### src/rtl/mic_i2s_capture_if.sv
// rtl/mic_i2s_capture_if.sv - I2S pins and DMA readout signals of mic_i2s_capture
interface mic_i2s_capture_if;
   logic        enable;
   logic [1:0]  i2s_sd;
   logic        i2s_bclk;
   logic        i2s_ws;
   logic [1:0]  select;
   logic [31:0] mic_data;
   logic        read_ready;
   logic [15:0] overrun_count;

   modport slave (
      input  enable, i2s_sd, select,
      output i2s_bclk, i2s_ws, mic_data, read_ready, overrun_count
   );

   modport master (
      output enable, i2s_sd, select,
      input  i2s_bclk, i2s_ws, mic_data, read_ready, overrun_count
   );
endinterface

### src/rtl/mic_i2s_capture.sv
// rtl/mic_i2s_capture.sv - four-channel I2S mic capture with DMA holding bank
module mic_i2s_capture #(
   parameter int CLK_DIV = 8
) (
   input  logic             CLK,
   input  logic             RESET,
   mic_i2s_capture_if.slave bus
);
   localparam int DW = $clog2(CLK_DIV);

   logic [DW-1:0]    div_q, div_d;
   logic             bclk_q, bclk_d;
   logic             ws_q, ws_d;
   logic [5:0]       bit_idx_q, bit_idx_d;
   logic [1:0]       rise_q, rise_d;
   logic [1:0]       sd_s1_q, sd_s2_q;
   logic [3:0][23:0] sh_q, sh_d;
   logic [3:0][31:0] hold_q, hold_d;
   logic             rr_q, rr_d;
   logic             lock_q, lock_d;
   logic [15:0]      ovr_q, ovr_d;
   logic [1:0]       prev_sel_q;

   logic tc, fall, sample, left_slot, right_slot, frame_done;
   logic lock_set, lock_clr;

   // rise_q delays the BCLK rising edge by two CLKs to pick the sample point
   always_comb begin
      tc         = (div_q == DW'(CLK_DIV - 1));
      div_d      = tc ? '0 : div_q + DW'(1);
      bclk_d     = bclk_q ^ tc;
      fall       = tc && bclk_q;
      bit_idx_d  = fall ? bit_idx_q + 6'd1 : bit_idx_q;
      ws_d       = fall ? bit_idx_d[5] : ws_q;
      rise_d     = {rise_q[0], tc && !bclk_q};
      sample     = rise_q[1] && bus.enable;
      left_slot  = (bit_idx_q >= 6'd1)  && (bit_idx_q <= 6'd24);
      right_slot = (bit_idx_q >= 6'd33) && (bit_idx_q <= 6'd56);
      frame_done = sample && (bit_idx_q == 6'd56);

      sh_d = sh_q;
      if (sample && left_slot) begin
         sh_d[0] = {sh_q[0][22:0], sd_s2_q[0]};
         sh_d[2] = {sh_q[2][22:0], sd_s2_q[1]};
      end
      if (sample && right_slot) begin
         sh_d[1] = {sh_q[1][22:0], sd_s2_q[0]};
         sh_d[3] = {sh_q[3][22:0], sd_s2_q[1]};
      end

      if (!bus.enable) begin
         div_d     = '0;
         bclk_d    = 1'b0;
         ws_d      = 1'b0;
         bit_idx_d = '0;
         rise_d    = '0;
         sh_d      = '0;
      end
   end

   // A lock requested in the same cycle as a frame completion wins over the frame
   always_comb begin
      lock_set = rr_q && (prev_sel_q == 2'd1) && (bus.select == 2'd2);
      lock_clr = (prev_sel_q == 2'd0) && (bus.select != 2'd0);
      lock_d   = lock_q;
      rr_d     = rr_q;
      ovr_d    = ovr_q;
      hold_d   = hold_q;

      if (lock_set) begin
         lock_d = 1'b1;
      end else if (lock_clr) begin
         lock_d = 1'b0;
      end

      if (frame_done) begin
         if (lock_q || lock_set) begin
            if (ovr_q != 16'hFFFF) begin
               ovr_d = ovr_q + 16'd1;
            end
         end else begin
            for (int i = 0; i < 4; i++) begin
               hold_d[i] = {{8{sh_d[i][23]}}, sh_d[i]};
            end
            rr_d = 1'b1;
         end
      end

      if (lock_set) begin
         rr_d = 1'b0;
      end
   end

   always_ff @(posedge CLK) begin
      if (RESET) begin
         div_q      <= '0;
         bclk_q     <= 1'b0;
         ws_q       <= 1'b0;
         bit_idx_q  <= '0;
         rise_q     <= '0;
         sd_s1_q    <= '0;
         sd_s2_q    <= '0;
         sh_q       <= '0;
         hold_q     <= '0;
         rr_q       <= 1'b0;
         lock_q     <= 1'b0;
         ovr_q      <= '0;
         prev_sel_q <= '0;
      end else begin
         div_q      <= div_d;
         bclk_q     <= bclk_d;
         ws_q       <= ws_d;
         bit_idx_q  <= bit_idx_d;
         rise_q     <= rise_d;
         sd_s1_q    <= bus.i2s_sd;
         sd_s2_q    <= sd_s1_q;
         sh_q       <= sh_d;
         hold_q     <= hold_d;
         rr_q       <= rr_d;
         lock_q     <= lock_d;
         ovr_q      <= ovr_d;
         prev_sel_q <= bus.select;
      end
   end

   // Channel order follows the DMA: select 1..3 -> mics 0..2, select 0 -> mic 3
   always_comb begin
      case (bus.select)
         2'd1:    bus.mic_data = hold_q[0];
         2'd2:    bus.mic_data = hold_q[1];
         2'd3:    bus.mic_data = hold_q[2];
         default: bus.mic_data = hold_q[3];
      endcase
   end

   assign bus.i2s_bclk      = bclk_q;
   assign bus.i2s_ws        = ws_q;
   assign bus.read_ready    = rr_q;
   assign bus.overrun_count = ovr_q;
endmodule
### src/flat_wrapper.sv
// flat-port wrapper written by rule: the top's interface ports become plain ports
module mic_i2s_capture_flat 
#(
   parameter int CLK_DIV = 8
)
  (CLK, RESET, bus_enable, bus_i2s_sd, bus_select, bus_i2s_bclk, bus_i2s_ws, bus_mic_data, bus_read_ready, bus_overrun_count);
  mic_i2s_capture_if bus_i ();
  input  logic CLK;
  input  logic RESET;
  input wire logic [$bits(bus_i.enable)-1:0] bus_enable;
  input wire logic [$bits(bus_i.i2s_sd)-1:0] bus_i2s_sd;
  input wire logic [$bits(bus_i.select)-1:0] bus_select;
  output wire logic [$bits(bus_i.i2s_bclk)-1:0] bus_i2s_bclk;
  output wire logic [$bits(bus_i.i2s_ws)-1:0] bus_i2s_ws;
  output wire logic [$bits(bus_i.mic_data)-1:0] bus_mic_data;
  output wire logic [$bits(bus_i.read_ready)-1:0] bus_read_ready;
  output wire logic [$bits(bus_i.overrun_count)-1:0] bus_overrun_count;
  assign bus_i.enable = bus_enable;
  assign bus_i.i2s_sd = bus_i2s_sd;
  assign bus_i.select = bus_select;
  assign bus_i2s_bclk = bus_i.i2s_bclk;
  assign bus_i2s_ws = bus_i.i2s_ws;
  assign bus_mic_data = bus_i.mic_data;
  assign bus_read_ready = bus_i.read_ready;
  assign bus_overrun_count = bus_i.overrun_count;
  mic_i2s_capture #(.CLK_DIV(CLK_DIV)) u_core (.CLK(CLK), .RESET(RESET), .bus(bus_i));
endmodule
### config.mk
export PLATFORM = sky130hd
export DESIGN_NAME = mic_i2s_capture_flat
export DESIGN_NICKNAME = d
export VERILOG_FILES = /design/src/rtl/mic_i2s_capture_if.sv /design/src/rtl/mic_i2s_capture.sv /design/src/flat_wrapper.sv
export SDC_FILE = /design/constraint.sdc
export NUM_CORES = 1
export LEC_CHECK = 0
export BUFFER_PORTS_ARGS = -buffer_cell sky130_fd_sc_hd__clkbuf_2
export CAP_MARGIN = 0
export CORE_AREA = 2 2 137 139
export CTS_BUF_LIST = sky130_fd_sc_hd__clkbuf_16
export DETAILED_ROUTE_END_ITERATION = 8
export DIE_AREA = 0 0 139 141
export GPL_ROUTABILITY_DRIVEN = 0
export HOLD_SLACK_MARGIN = 0.02
export PLACE_DENSITY = 0.67
export REMOVE_ABC_BUFFERS = 1
export SYNTH_ARGS = -nofsm -noshare
export SYNTH_HDL_FRONTEND = slang
export SYNTH_SLANG_ARGS = --single-unit
export TNS_END_PERCENT = 30
### constraint.sdc
create_clock -name CLK -period 2.3 [get_ports CLK]
set_input_delay 0.23 -clock CLK [delete_from_list [all_inputs] [get_ports CLK]]
set_output_delay 0.23 -clock CLK [all_outputs]
set_load 0.02 [all_outputs]
Word-level counts from Yosys, hierarchy flattened
Cells that the tools add are included.

Bitwise gates (word level): 3. Mux-type cells: 9. Order comparisons: 4. Reductions and logical operators: 21. $add $sub $neg: 3. Eq/ne operators: 7.

Operators with widths (count): $mux W24 (4); $mux W96 (1); $pmux W32 S3 (1); $add A16 B1 Y16 const B (1); $ne A16 B16 Y1 const B (1); $logic_and A1 B1 Y1 (11); $add A6 B1 Y6 const B (1); $eq A6 B6 Y1 const B (1); $ge A6 B1 Y1 const B (1); $ge A6 B6 Y1 const B (1); $le A6 B5 Y1 const B (1); $le A6 B6 Y1 const B (1); $mux W6 (1); $eq A2 B1 Y1 const B (2); $eq A2 B2 Y1 const B (2); $reduce_bool A2 Y1 (2); $reduce_or A2 Y1 (2); $add A3 B1 Y3 const B (1); $eq A3 B3 Y1 const B (1); $reduce_and A3 Y1 (1); $reduce_or A3 Y1 (1); $logic_not A2 Y1 (1); $mux W1 (2); $not A1 Y1 (2); 4 further kinds (4).

Input port bits: 7. Output and inout port bits: 51. Register bits: 229.

Depth between registers and ports, before layout
Gate-level depths: netlist of the first run.

Word-level depth: 6. Depth in mapped cells: 9. Gate-level depth less buffers: 7.

Least setup slack after synthesis of the first run
OpenSTA, ideal clock, no wires.

Path kind: reg2reg. Start: register u_core.ovr_q[0] (netlist: u_core.bus.overrun_count[0]). End: register u_core.ovr_q[12] (netlist: u_core.bus.overrun_count[12]). Stages on the path, launching flop included: 7. Setup time: 0.123 ns. Arrival: 1.989 ns. Period minus slack after synthesis: 2.112 ns. Setup slack: 0.188 ns. Path through: dfxtp_1 > ha_1 > nand3_1 > nor4_4 > nor4b_2 > and3_1 > mux2_1.

Longest elaborated chain between the ends: 2. Elaborated cells on any way between the ends: 3.

RTL lines: from (decl) (RTL line mic_i2s_capture.sv:21) `logic [15:0] ovr_q, ovr_d;`; from (signal assigned) (RTL line mic_i2s_capture.sv:121) `ovr_q <= ovr_d;`; parallel branches: the longest is 2 deep, another holds $add A16 B1 Y16.

Several ways; the timed one is not identified. A chain may end at the register's enable or synchronous reset.

Worst setup path after layout of the first run
Ends and elaborated chain as after synthesis.

==> reports/results.ini, run 1 <==
[sta]
tightestPinTransition_ps = 543.2
setup_viol = 0
hold_viol_final = 0
fin_crit_sh_pct = 92.27
finalCriticalPeriod_ps = 2122
tns_ps = 0
drv_slew = 0
rsz0062_at_grt = false
fin_skew_ps = 8.948
max_freq_mhz = 471.2
max_slew_margin_pct = 63.78

[critical_path]
crit_chain = ha_1 -> nand3_1 -> nor4_4 -> nor4b_4 -> and3_1 -> mux2_1
startpoint_type = register
arrival_ps = 2500
path_buf_inv = 0
critPathKind = register to register
crit_required_ps = 2680
cpMaxStageDelayCell = nor4_4
crit_fanout = 6
critPathMaxStageDelay_ps = 530
cpLargestDelayFamily = simple AND/OR/NAND/NOR gates
endpoint_kind = register

[global_route]
grt_max_degree = 69
grt-ovfl-total = 0
antenna_found_initial = 0
grt_usage_pct = 18.59
grt_pass1_wl_um = 30590
first_global_vias = 6136

[clocking]
cts_root_buf = clkbuf_16
clk_latency_ps = 500
clock-sinks = 229
cts_buffers = 23
htreeDepth = 1
cts_tree = yes
clk_path_buf_depth = 3
clkTransAtPathRegs_ps = 60

[route]
postRouteAntennaNets = 0
routed_wl_um = 18640
dr.pass1.iters = 5
wire_per_inst_um = 17.07
drt_iter0_drc = 301
vias = 6088
viasPerCell = 5.575
drc = 0

[layout]
antennaDiodeCount = 0
fin_nets = 857
synthToLayoutAreaGrowth_pct = 14.88
final_cell_area_mm2 = 0.01027
layoutNonFillerInstCount = 1092
drive_gt1_share_pct = 18.76
fillers = 1600
postLayoutCoreUtil_pct = 56.23

[power]
leakagePower_nw = 3.688
ir_worst_vdd_uv = 515.6
power_mw = 7.703
power_density_mw_per_mm2 = 750.0

[synthesis]
ys.flop_type = dfxtp_1
ys_types = 42
synthCells = 801
ys_ff_latch = 229
yosysSeqAreaShare_pct = 51.27
synthArstFlopShare_pct = 0
synth_area_per_cell_um2 = 11.16
yosysWarnings = 0
syn_area_mm2 = 0.008941
synth_edf_count = 0

[placed_design]
place_area_mm2 = 0.009478
port_buffers = 57
placed_cells = 1045
hpwl_um = 11920

[floorplan]
start_util_pct = 48.95
dieArea_mm2 = 0.01960
die_w_um = 139
fp.coreArea_mm2 = 0.01827
ios = 58
row_count = 50
die_h_um = 141

[min_path]
min-delay-path-class = input port to register

[run]
cap_violations = 0

[status]
status = complete, no violations

metrics by stage:
step / hold slack, ps / setup slack (ps)
after floorplan: 296.7 / -5783
after global placement: 416.2 / 136.4
after detailed placement: 416.9 / 71.22
after CTS: 93.01 / 34.71
after global routing: 119.3 / 35.83
final: 100.1 / 177.8
final timing paths:
kind	end	cells after the start	slack [ps]	start
max	u_core.bus.overrun_count[12]$_SDFFE_PP0P_	6	180	u_core.bus.overrun_count[0]$_SDFFE_PP0P_
min	u_core.prev_sel_q[0]$_SDFF_PP0_	3	100	bus_select[0]
max reg2reg	u_core.bus.overrun_count[12]$_SDFFE_PP0P_	6	180	u_core.bus.overrun_count[0]$_SDFFE_PP0P_
min reg2reg	u_core.rise_q[1]$_SDFF_PP0_	1	430	u_core.rise_q[0]$_SDFF_PP0_
registers in the layout, summed over array words and instances, names as in the netlist:
name / count
u_core.hold_q: 96
u_core.sh_q: 96
u_core.bus.overrun_count: 16
u_core.bit_idx_q: 6
u_core.div_q: 3
u_core.prev_sel_q: 2
u_core.rise_q: 2
u_core.sd_s1_q: 2
u_core.sd_s2_q: 2
u_core.bus.i2s_bclk: 1
u_core.bus.i2s_ws: 1
u_core.bus.read_ready: 1
u_core.lock_q: 1
layer usage:
layer,vias to the layer above,track usage (%),wire (um)
met5,-,0,0
met4,0,5.848,437
met3,26,2.751,762
met2,109,32.30,8844
met1,2979,24.06,8596
li1,2974,-,-
layout by cell type, fill, tap and decap left out, drive strengths merged, types with 5 or more instances in the layout:
cell type  count
a22o          48
a32o          48
buf           29
clkbuf        81
clkinv        13
dfxtp        229
ha             8
inv            7
mux2i         98
mux4          24
nand2         58
nand4          7
nor2          78
nor2b         59
nor3           5
nor4           8
xnor2         11
power breakdown:
part           total (mW)  internal, mW  switching [mW]
clock                3.55          2.04            1.50
combinational       0.181        0.0505           0.131
sequential           3.98          3.97         0.00347
total                7.70          6.07            1.64
worst min-delay path, stage by stage:
cell      delay [ps]
clkbuf_2         110
inv_1             90
nor2_1           130
cells in the mapped netlist (4+ instances only):
cell,number,area share (%)
a22o_1,48,4.7
a32o_1,48,5.4
and3_1,4,0.28
buf_2,18,1.0
buf_4,13,1.1
clkbuf_1,38,1.6
dfxtp_1,229,51
ha_1,8,1.1
inv_1,4,0.17
mux2_1,4,0.50
mux2i_1,98,11
mux4_2,24,6.0
nand2_1,58,2.4
nand4_1,6,0.42
nor2_1,78,3.3
nor2b_1,59,4.1
nor4_1,7,0.49
o21ai_0,4,0.22
xnor2_1,11,1.1
cell families (layout without fill, tap and decap cells):
group	count (synthesis)	in the layout	synth area share, %
DFF	229	229	51.27
buffers and inverters	77	134	4.114
xor gates and xnor gates	14	14	1.371
muxes	126	126	17.52
AOI/OAI and AO/OA	106	106	10.83
adders and majority gates	8	8	1.120
and+or+nand+nor	241	241	13.77
timing repair:
item	CTS	global route
hold endpoints to repair	2	0
setup buffers	0	2
hold buffers	2	0
gates resized for setup	0	6
endpoints found under the setup margin	0	118
final cells by class:
class                      instances  area [um2]  area share (%)
inverter                           4       15.01          0.1462
sequential                       229        4586           44.65
clock buffer                      23       575.6           5.604
tap                              234       292.8           2.851
timing repair buffer              89       609.3           5.933
multi-input combinational        495        4058           39.51
clock inverter                    18       135.1           1.316
No activity file was read; power rests on OpenSTA's default activity.
==> run 2, diff against run 1 <==
--- a/config.mk
+++ b/config.mk
@@ -7,13 +7,12 @@
 export LEC_CHECK = 0
 export BUFFER_PORTS_ARGS = -buffer_cell sky130_fd_sc_hd__clkbuf_2
 export CAP_MARGIN = 0
-export CORE_AREA = 2 2 137 139
+export CORE_AREA = 2 2 144 146
 export CTS_BUF_LIST = sky130_fd_sc_hd__clkbuf_16
 export DETAILED_ROUTE_END_ITERATION = 8
-export DIE_AREA = 0 0 139 141
+export DIE_AREA = 0 0 146 148
 export GPL_ROUTABILITY_DRIVEN = 0
 export HOLD_SLACK_MARGIN = 0.02
-export PLACE_DENSITY = 0.67
 export REMOVE_ABC_BUFFERS = 1
 export SYNTH_ARGS = -nofsm -noshare
 export SYNTH_HDL_FRONTEND = slang
==> run 2 against run 1 <==
Sequential power hardly changed. Worst setup slack got worse by 42 ps. Non-clock buffer count down 6. Cell area up 0.27%.
==> reports/results.ini, run 2 (same netlist as run 1, synthesis figures left out) <==
[sta]
fin_skew_ps = 8.110
max_freq_mhz = 462.0
rsz0062_at_grt = false
hold_viol_final = 0
max_slew_margin_pct = 60.78
drv_slew = 0
tns_ps = 0
tightestPinTransition_ps = 584.0
worst_slack_ps = 135.3
setup_viol = 0
fin_crit_sh_pct = 94.12
whs_ps = 64.73
finalCriticalPeriod_ps = 2165

[layout]
synthToLayoutAreaGrowth_pct = 15.18
fin_nets = 851
final_cell_area_mm2 = 0.01030
antennaDiodeCount = 0
fillers = 1858
layout_common_cells = dfxtp_1 (229), mux2i_1 (98), nor2_1 (77)
postLayoutCoreUtil_pct = 51.39
layoutNonFillerInstCount = 1122
drive_gt1_share_pct = 17.84
final_common_cell = dfxtp_1

[route]
viasPerCell = 5.416
wire_per_inst_um = 16.65
postRouteAntennaNets = 0
vias = 6077
dr.pass1.iters = 6
drc = 0
routed_wl_um = 18680
drt_iter0_drc = 299

[placed_design]
place_area_mm2 = 0.009480
pre_cts_slack_ps = 64.59
port_buffers = 57
placed_cells = 1077
hpwl_um = 11930

[floorplan]
fp.coreArea_mm2 = 0.02004
start_util_pct = 44.62
dieArea_mm2 = 0.02161
ios = 58
die_w_um = 146
die_h_um = 148
row_count = 52

[status]
status = complete, no violations

[clocking]
clk_path_buf_depth = 3
cts_root_buf = clkbuf_16
cts_tree = yes
clock-sinks = 229
htreeDepth = 1
clkTransAtPathRegs_ps = 60
cts_buffers = 23
clk_latency_ps = 500

[power]
ir_worst_vdd_uv = 486.8
power_mw = 7.914
power_density_mw_per_mm2 = 768.4
leakagePower_nw = 3.657

[run]
cap_violations = 0

[global_route]
antenna_found_initial = 0
grt_max_degree = 67
grt_pass1_wl_um = 31810
grt_usage_pct = 17.61
grt-ovfl-total = 0
first_global_vias = 6130

[critical_path]
arrival_ps = 2550
r2r-start = u_core.bit_idx_q[0]$_SDFFE_PP0P_
crit_fanout = 6
crit_required_ps = 2690
endpoint_kind = register
cp-startpoint = u_core.bit_idx_q[0]$_SDFFE_PP0P_
startpoint_type = register
crit_chain = inv_1 -> ha_1 -> and4b_1 -> nand2_1 -> buf_4 -> nor3_2 -> and4_1 -> mux2_1
critPathKind = register to register
critPathMaxStageDelay_ps = 370
cpMaxStageDelayCell = dfxtp_1

[min_path]
hp-start = bus_select[0]
min-delay-path-class = input port to register

-- run 2: cell count changes in the layout (fill, tap and decap cells not counted), sizes merged --
cell      before  now
clkinvlp       0    2
clkinv        13   10
bufinv         2    4
inv            7    6
buf           29   23
-- run 2: worst max-delay path, delay by kind of cell (launching register included) --
family | cells | cell delay (ps)
adders and majority gates | 1 | 160
buffers and inverters | 2 | 300
DFF | 1 | 370
muxes | 1 | 320
and+or+nand+nor | 4 | 910
-- run 2: layout make-up --
type	instances	area (um2)	area share, %
clock inverters	18	183.9	1.786
multi-input cells	495	4049	39.31
repair buffers	83	553.0	5.370
inverters	4	15.01	0.1458
flip-flops and latches	229	4584	44.51
well taps	270	337.8	3.280
clock buffers	23	575.6	5.589
-- run 2: worst paths after layout --
check,slack [ps],cells past startpoint,end
max,140,8,u_core.bus.overrun_count[3]$_SDFFE_PP0P_
min,60,3,u_core.prev_sel_q[0]$_SDFF_PP0_
max reg2reg,140,8,u_core.bus.overrun_count[3]$_SDFFE_PP0P_
min reg2reg,430,1,u_core.div_q[0]$_SDFF_PP0_
-- run 2: repair_timing --
| action | in CTS | in global routing |
|---|---|---|
| gates resized for setup | 0 | 1 |
| setup buffers | 0 | 1 |
| hold endpoints to repair | 2 | 0 |
| setup endpoints to repair | 0 | 26 |
| hold buffers | 2 | 0 |
-- run 2: per-layer routing --
layer	part of all wire (%)	vias up	GRT usage, %
li1	-	2959	-
met1	47	2982	23.73
met2	47	112	29.74
met3	3.7	24	2.500
met4	1.9	0	5.000
met5	0	-	0
-- run 2: power by group --
group	internal, mW	switching [mW]	total, mW
logic	0.0493	0.131	0.180
registers	3.97	0.00296	3.98
clock network	2.26	1.50	3.76
total	6.28	1.63	7.91
